--- src/rtl/ps2_mouse_packet_rx.sv ---
// PS/2 mouse receiver: deserialises device-to-host frames and assembles 3-byte movement packets.
// Pins are synchronised, the clock is glitch-filtered, and stalled frames/packets time out.
module ps2_mouse_packet_rx #(
    parameter int unsigned FILTER_LEN     = 8,
    parameter int unsigned TIMEOUT_CYCLES = 100000
) (
    input  logic       clk,
    input  logic       arst_n,
    input  logic       i_ps2_clk,
    input  logic       i_ps2_data,
    output logic [7:0] o_mouse_dx,
    output logic [7:0] o_mouse_dy,
    output logic       o_is_mouse_dx_neg,
    output logic       o_is_mouse_dy_neg,
    output logic [2:0] o_btn,
    output logic [1:0] o_overflow,
    output logic       o_valid,
    output logic       o_err
);

    localparam int unsigned FiltW = $clog2(FILTER_LEN + 1);
    localparam int unsigned ToW   = $clog2(TIMEOUT_CYCLES + 1);

    typedef enum logic [1:0] {StIdle, StData, StParity, StStop} state_e;

    logic [1:0]     clk_sync_q, data_sync_q;
    logic [FiltW-1:0] filt_cnt_q;
    logic           filt_clk_q, filt_dly_q, edge_q;
    logic           data_s;

    state_e         state_q, state_d;
    logic [2:0]     bit_cnt_q, bit_cnt_d;
    logic [7:0]     shift_q, shift_d;
    logic           parity_q, parity_d;
    logic [1:0]     idx_q, idx_d;
    logic [6:0]     byte0_q, byte0_d;   // byte0 without bit3, which is always 1
    logic [7:0]     dx_q, dx_d;
    logic [ToW-1:0] to_cnt_q, to_cnt_d;
    logic [7:0]     out_dx_q, out_dx_d, out_dy_q, out_dy_d;
    logic [6:0]     out_st_q, out_st_d;
    logic           valid_q, valid_d, err_q, err_d;
    logic           frame_done, frame_ok, active;

    assign data_s = data_sync_q[1];

    // Synchronisers and clock filter; idle bus level is high.
    always_ff @(posedge clk or negedge arst_n) begin
        if (!arst_n) begin
            clk_sync_q  <= 2'b11;
            data_sync_q <= 2'b11;
            filt_cnt_q  <= '0;
            filt_clk_q  <= 1'b1;
            filt_dly_q  <= 1'b1;
            edge_q      <= 1'b0;
        end else begin
            clk_sync_q  <= {clk_sync_q[0], i_ps2_clk};
            data_sync_q <= {data_sync_q[0], i_ps2_data};
            if (clk_sync_q[1] == filt_clk_q) begin
                filt_cnt_q <= '0;
            end else if (filt_cnt_q == FiltW'(FILTER_LEN - 1)) begin
                filt_clk_q <= clk_sync_q[1];
                filt_cnt_q <= '0;
            end else begin
                filt_cnt_q <= filt_cnt_q + 1'b1;
            end
            filt_dly_q <= filt_clk_q;
            edge_q     <= filt_dly_q & ~filt_clk_q;
        end
    end

    always_ff @(posedge clk or negedge arst_n) begin
        if (!arst_n) begin
            state_q   <= StIdle;
            bit_cnt_q <= '0;
            shift_q   <= '0;
            parity_q  <= 1'b0;
            idx_q     <= '0;
            byte0_q   <= '0;
            dx_q      <= '0;
            to_cnt_q  <= '0;
            out_dx_q  <= '0;
            out_dy_q  <= '0;
            out_st_q  <= '0;
            valid_q   <= 1'b0;
            err_q     <= 1'b0;
        end else begin
            state_q   <= state_d;
            bit_cnt_q <= bit_cnt_d;
            shift_q   <= shift_d;
            parity_q  <= parity_d;
            idx_q     <= idx_d;
            byte0_q   <= byte0_d;
            dx_q      <= dx_d;
            to_cnt_q  <= to_cnt_d;
            out_dx_q  <= out_dx_d;
            out_dy_q  <= out_dy_d;
            out_st_q  <= out_st_d;
            valid_q   <= valid_d;
            err_q     <= err_d;
        end
    end

    always_comb begin
        state_d    = state_q;
        bit_cnt_d  = bit_cnt_q;
        shift_d    = shift_q;
        parity_d   = parity_q;
        idx_d      = idx_q;
        byte0_d    = byte0_q;
        dx_d       = dx_q;
        to_cnt_d   = to_cnt_q;
        out_dx_d   = out_dx_q;
        out_dy_d   = out_dy_q;
        out_st_d   = out_st_q;
        valid_d    = 1'b0;
        err_d      = 1'b0;
        frame_done = 1'b0;
        frame_ok   = 1'b0;
        active     = (state_q != StIdle) || (idx_q != 2'd0);

        if (edge_q) begin
            to_cnt_d = '0;
            case (state_q)
                StIdle: begin
                    if (!data_s) begin
                        state_d   = StData;
                        bit_cnt_d = '0;
                    end else begin
                        err_d = 1'b1;
                    end
                end
                StData: begin
                    shift_d   = {data_s, shift_q[7:1]};
                    bit_cnt_d = bit_cnt_q + 1'b1;
                    if (bit_cnt_q == 3'd7) state_d = StParity;
                end
                StParity: begin
                    parity_d = data_s;
                    state_d  = StStop;
                end
                StStop: begin
                    frame_done = 1'b1;
                    frame_ok   = (^{shift_q, parity_q}) & data_s;
                    state_d    = StIdle;
                end
                default: state_d = StIdle;
            endcase
        end else if (active) begin
            if (to_cnt_q == ToW'(TIMEOUT_CYCLES - 1)) begin
                state_d  = StIdle;
                idx_d    = '0;
                err_d    = 1'b1;
                to_cnt_d = '0;
            end else begin
                to_cnt_d = to_cnt_q + 1'b1;
            end
        end else begin
            to_cnt_d = '0;
        end

        if (frame_done) begin
            if (!frame_ok) begin
                err_d = 1'b1;
                idx_d = '0;
            end else begin
                case (idx_q)
                    2'd0: begin
                        // bit3 marks a packet header; anything else is a resync drop
                        if (shift_q[3]) begin
                            byte0_d = {shift_q[7:4], shift_q[2:0]};
                            idx_d   = 2'd1;
                        end
                    end
                    2'd1: begin
                        dx_d  = shift_q;
                        idx_d = 2'd2;
                    end
                    2'd2: begin
                        out_st_d = byte0_q;
                        out_dx_d = dx_q;
                        out_dy_d = shift_q;
                        valid_d  = 1'b1;
                        idx_d    = '0;
                    end
                    default: idx_d = '0;
                endcase
            end
        end
    end

    assign o_mouse_dx        = out_dx_q;
    assign o_mouse_dy        = out_dy_q;
    assign o_overflow        = out_st_q[6:5];
    assign o_is_mouse_dy_neg = out_st_q[4];
    assign o_is_mouse_dx_neg = out_st_q[3];
    assign o_btn             = out_st_q[2:0];
    assign o_valid           = valid_q;
    assign o_err             = err_q;

endmodule

--- config.mk ---
export PLATFORM = sky130hd
export DESIGN_NAME = ps2_mouse_packet_rx
export DESIGN_NICKNAME = d
export VERILOG_FILES = /design/src/rtl/ps2_mouse_packet_rx.sv
export SDC_FILE = /design/constraint.sdc
export NUM_CORES = 1
export LEC_CHECK = 0
export BUFFER_PORTS_ARGS = -buffer_cell sky130_fd_sc_hd__buf_2
export CORE_MARGIN = 4
export CORE_UTILIZATION = 42
export DETAILED_ROUTE_END_ITERATION = 10
export GPL_TIMING_DRIVEN = 1
export SLEW_MARGIN = 20
export SYNTH_ARGS = -nofsm -noshare
export SYNTH_HDL_FRONTEND = slang
export SYNTH_SLANG_ARGS = --single-unit
--- constraint.sdc ---
create_clock -name clk -period 4.7 [get_ports clk]
set_input_delay 0.705 -clock clk [delete_from_list [all_inputs] [get_ports clk]]
set_output_delay 0.705 -clock clk [all_outputs]
set_load 0.01 [all_outputs]
==> impl_metrics.yaml, run 1 <==
final_layout:
  fill_cells: 770
  multi_input_area_um2: 1490
  seq_area_um2: 2110
  final_layout_size_suffix_gt1_frac: 0.329
  fin_area_um2: 4110
  area_growth_pct: 12.2
  nets: 323
  insertedDiodeCount: 0
floorplan:
  die_w_um: 101
  core_area_um2: 8340
  io_pins: 29
  rows: 33
  initial_core_util: 0.439
  dieArea_um2: 10300
  die_y_um: 101
global_routing:
  grt_pass1_vias: 2278
  antenna_found_initial: 0
  overflow: 0
  busiest_layer: "met2"
  met2_usage: 0.224
  grt_max_degree: 85
  grt_pass1_wl_um: 10800
  use_met1: 0.165
  grt_usage: 0.132
  met3_usage: 0.0255
worst_setup_path:
  crit_path_start_kind: "flop"
  arrival_ns: 2.73
  worst-setup-path-type: "flop to flop"
  path_max_fanout: 24
  crit_required_ns: 4.93
  endpoint_kind: "flop"
yosys:
  synth_top_cells_by_area: "dfrtp_1 (53%), mux2_2 (15%), dfstp_2 (4.3%)"
  synth_cells: 277
  synth_top_cell_area_share: 0.533
  ys_seq_elements: 84
  syn_area_um2: 3660
  avgSynthCellArea_um2: 13.2
  synth_nets: 289
  ys_seq_area_frac: 0.576
  synthDistinctLibCells: 42
  synth_warnings: 0
  synth-async-reset-ratio: 1.00
  yosys.area.top_type: "dfrtp_1"
  yosysMostFrequentCell: "dfrtp_1"
  synth_ff_type: "dfrtp_1"
  synth-edff-count: 0
  ys_top_cells_by_count: "dfrtp_1 (78), mux2_2 (48), nor2_1 (18), nand2_1 (13), nand3_1 (10)"
clock_network:
  cts.clk_slew.worst_paths_ns: 0.09
  insertion_delay_ns: 0.34
  clock_sinks: 84
  post_cts_buffers: 0
  clk_path_buf_depth: 2
  cts_root_buf: "clkbuf_8"
  ctsResizeCount: 0
  cts_tree: "yes"
  numCtsBuffers: 9
  holdBufCountCts: 0
  htree_levels: 3
power_and_ir_drop:
  peakVddDrop_mv: 0.198
  power_density_nw_per_um2: 401
  p_leak_uw: 0.00205
status:
  outcome: "complete, no violations"
flow_run:
  drv_cap: 0
sta:
  fin_crit_sh: 0.531
  hold_viol: 0
  min_period_ns: 2.50
  fin_skew_ns: 0.00761
  setup_tns_ns: 0
  fmax_ghz: 0.400
  rsz0062_at_grt: "false"
  setup_violations: 0
  worstMarginPinSlew_ns: 0.886
  slew_headroom: 0.397
  drv_slew: 0
detailed_routing:
  route.detailed.drc: 0
  ant_nets: 0
  totalWireLength_um: 6000
  vias_per_cell: 5.14
  via_count: 2166
  wl_per_cell_um: 14.2
  dr.pass1.iters: 4
  first_iter_violations: 64
placement:
  port_buffers: 28
  place_area_um2: 3910
  dp_hpwl_um: 3930
  gp_congestion: 0.755
worst_hold_path:
  hp-class: "flop to flop"
[critical path: stages (launching register included)]
cell,delay [ns]
dfrtp_1,0.45
xor2_1,0.17
xnor3_2,0.54
mux2i_4,0.79
mux2_2,0.41
[cells by family (layout without fill, tap and decap cells)]
kind of cell,count (synthesis),after routing,synth area share
adders and majority gates,8,8,0.0273
muxes,53,53,0.172
AOI/OAI and AO/OA,24,24,0.0440
xor gates and xnor gates,19,19,0.0574
and+or+nand+nor,75,75,0.105
DFF,84,84,0.576
buffers and inverters,14,53,0.0184
[where the power goes]
| group | internal (µW) | switching, µW |
|---|---|---|
| sequential | 792 | 62.7 |
| combinational | 127 | 153 |
| clock | 248 | 267 |
[routing by layer]
layer	vias up	part of all wire
li1	1054	-
met1	1074	0.48
met2	28	0.47
met3	10	0.031
met4	0	0.017
met5	-	0
[worst paths after layout]
kind / end / slack, ns / cells after the start / start
setup / recovery: out_st_q[5] / 2.20 / 4 / shift_q[1]
hold / removal: clk_sync_q[1] / 0.36 / 0 / clk_sync_q[0]
setup reg to reg: out_st_q[5] / 2.20 / 4 / shift_q[1]
hold reg to reg: clk_sync_q[1] / 0.36 / 0 / clk_sync_q[0]
max in group asynchronous: to_cnt_q[3] / 3.80 / 1 / arst_n
min in group asynchronous: o_valid / 0.39 / 1 / arst_n
[stage by stage]
stage               hold WS (ns)  worst slack [ns]   util  power, µW  instances
floorplan                  0.345              2.64      -       1080        277
global placement           0.346              2.21  0.469       1150        405
detailed placement         0.347              2.16  0.469       1150        405
CTS                        0.360              2.14  0.493       1680        421
global route               0.366              2.05  0.493       1750        421
finish                     0.359              2.20  0.493       1650        421
[layout by cell type (no fill, tap or decap), types with 2 or more instances in the layout]
master and instances:
nor2_1 18, buf_2 27, a22o_1 2, ha_1 8
or3_1 4, dfrtp_1 78, o21ai_0 5, nor3_1 8
nand2b_1 3, nor2b_1 2, mux2i_4 3, nand4_1 6
dfstp_2 6, clkinvlp_4 2, xnor2_1 8, nor4bb_1 2
o311ai_0 2, and4_1 2, nand2_1 13, clkinv_4 2
nand3_1 10, and3_1 4, inv_1 8, xor2_1 8
mux2_2 48, a21oi_1 6, clkbuf_8 9
[flip-flops by register name, summed over array words and instances, names as in the netlist, 2 cells and up]
name         flops
state_q          2
dx_q             8
clk_sync_q       2
o_mouse_dy       8
idx_q            2
filt_cnt_q       4
to_cnt_q        17
data_sync_q      2
shift_q          8
bit_cnt_q        3
byte0_q          7
o_mouse_dx       8
out_st_q         7
[final cells by class]
cell class	instances	area share
sequential	84	0.513
multi-input combinational	179	0.362
timing repair buffer	29	0.0374
tap	105	0.0319
clock buffer	9	0.0301
clock inverter	7	0.0186
inverter	8	0.00730
No activity file was read; power rests on OpenSTA's default activity.
==> run 2: changes to the inputs <==
==> constraint.sdc (replaced) <==
create_clock -name clk -period 2.09 [get_ports clk]
set_input_delay 0.3135 -clock clk [delete_from_list [all_inputs] [get_ports clk]]
set_output_delay 0.3135 -clock clk [all_outputs]
set_load 0.01 [all_outputs]
==> run 2 against run 1 <==
  * Register-to-register slack got worse by 2.1 ns
  * Flip-flop and latch count stayed put
  * Non-clock buffer count up 18
  * Clock power up 130%
  * Clock-buffer cell count rose by 1
  * Cell count grew 4.3%
  * Largest power group unchanged
  * Combinational power rose to 2.6 times the previous value
  * Total power grew 130%
  * Maximum frequency up 24%
  * First-iteration DRC count rose by 23%
==> impl_metrics.yaml, run 2 (synthesis results as in run 1) <==
power_and_ir_drop:
  power_density_nw_per_um2: 883
  p_leak_uw: 0.00216
  peakVddDrop_mv: 0.441
  seqPwrFrac: 0.502
  swShare: 0.289
  finalPower_uw: 3810
  combPwrFrac: 0.187
  power.switching_uw: 1100
  internal-power_uw: 2710
  pwr-share-clk: 0.311
flow_run:
  drv_cap: 0
clock_network:
  insertion_delay_ns: 0.35
  cts.clk_slew.worst_paths_ns: 0.09
  clock_sinks: 84
  numCtsBuffers: 9
  cts_root_buf: "clkbuf_8"
  clk_path_buf_depth: 2
  htree_levels: 3
  cts_tree: "yes"
worst_setup_path:
  slowest_delay_ns: 0.48
  critical_path.top_delay_family: "XOR/XNOR gates"
  path_max_fanout: 8
  slowest_stage: "xnor3_2"
  path_cells: "xor2_1 > xnor3_2 > buf_4 > mux2i_4 > buf_12 > mux2_2"
  worst-setup-path-type: "flop to flop"
  arrival_ns: 2.25
  crit_path_start_kind: "flop"
  crit_required_ns: 2.32
  endpoint_kind: "flop"
  path_buf_inv: 2
status:
  outcome: "complete, no violations"
final_layout:
  final_cell_mix: "dfrtp_1 (78), mux2_2 (48), buf_2 (27)"
  nets: 341
  fill_cells: 735
  area_growth_pct: 17.6
  final_layout_size_suffix_gt1_frac: 0.365
  top_register: "to_cnt_q"
  final_util: 0.517
  final_common_cell: "dfrtp_1"
  insertedDiodeCount: 0
  largest_reg_flops: 17
sta:
  hold_viol: 0
  fin_crit_sh: 0.966
  worstMarginPinSlew_ns: 0.467
  setup_violations: 0
  setup_tns_ns: 0
  hold_ws_ns: 0.0613
  fin_skew_ns: 0.0115
  fmax_ghz: 0.495
  rsz0062_at_grt: "false"
  slew_headroom: 0.688
  setup_slack_ns: 0.0710
  min_period_ns: 2.02
  drv_slew: 0
floorplan:
  die_y_um: 101
  rows: 33
  die_w_um: 101
  core_area_um2: 8340
  initial_core_util: 0.439
  io_pins: 29
  dieArea_um2: 10300
global_routing:
  grt_max_degree: 37
  antenna_found_initial: 0
  grt_usage: 0.136
  overflow: 0
  grt_pass1_wl_um: 11000
  grt_pass1_vias: 2318
detailed_routing:
  vias_per_cell: 5.13
  dr.pass1.iters: 4
  wl_per_cell_um: 14.0
  totalWireLength_um: 6150
  ant_nets: 0
  route.detailed.drc: 0
  via_count: 2250
  first_iter_violations: 79
placement:
  dp_hpwl_um: 4300
  dpl_worst_slack_ns: 0.0443
  gp_congestion: 0.785
  port_buffers: 28
worst_hold_path:
  hp-class: "input port to flop"
[run 2: cell types whose count changed in the layout (fill, tap and decap cells not counted)]
| cell | delta |
|---|---|
| buf_12 | +4 |
| buf_4 | +14 |
| buf_6 | -1 |
| clkbuf_8 | +1 |
| clkinv_2 | -1 |
| dlygate4sd3_1 | +1 |
| nor3_1 | -1 |
| nor3_2 | +1 |
[run 2: power by group through the flow]
stage / sequential (µW) / combinational (µW) / clock, µW
after floorplan: 1920 / 508 / 0
after global placement: 1940 / 706 / 0
after detailed placement: 1940 / 721 / 0
after CTS: 1910 / 725 / 1230
after global routing: 1940 / 811 / 1300
final: 1910 / 713 / 1180
[run 2: worst paths after layout]
check / start / endpoint / slack [ns] / cells past startpoint
max: shift_q[2] / dx_q[7] / 0.07 / 6
min: i_ps2_clk / clk_sync_q[0] / 0.06 / 1
max reg2reg: shift_q[2] / dx_q[7] / 0.07 / 6
min reg2reg: clk_sync_q[0] / clk_sync_q[1] / 0.36 / 0
max in group asynchronous: arst_n / o_mouse_dy[2] / 1.02 / 3
min in group asynchronous: arst_n / o_valid / 0.45 / 2
[run 2: layout make-up]
type / instances / area (µm²) / area share
clock buffer: 10 / 138 / 0.0319
clock inverter: 6 / 71.3 / 0.0165
inverter: 8 / 30.0 / 0.00697
multi-input combinational: 179 / 1490 / 0.346
sequential: 84 / 2110 / 0.489
tap: 105 / 131 / 0.0305
timing repair buffer: 47 / 338 / 0.0784
[run 2: timing repair]
item | in CTS | in global routing
hold buffers | 1 | 0
buffers inserted | 0 | 2
endpoints found under the hold margin | 28 | 0
endpoints found under the setup margin | 0 | 28
gates resized for setup | 0 | 1
[run 2: per-stage QoR]
step	std cells	instance area, µm²
after floorplan	277	3660
after global routing	439	4310
after detailed placement	420	4050
final	439	4310
after CTS	437	4270
after global placement	420	4050
[run 2: layer usage]
metal	vias up	wire length, µm	global-route usage
li1	1090	-	-
met2	37	2920	0.216
met1	1115	2900	0.180
met3	8	226	0.0303
met4	0	105	0.0583
met5	-	0	0
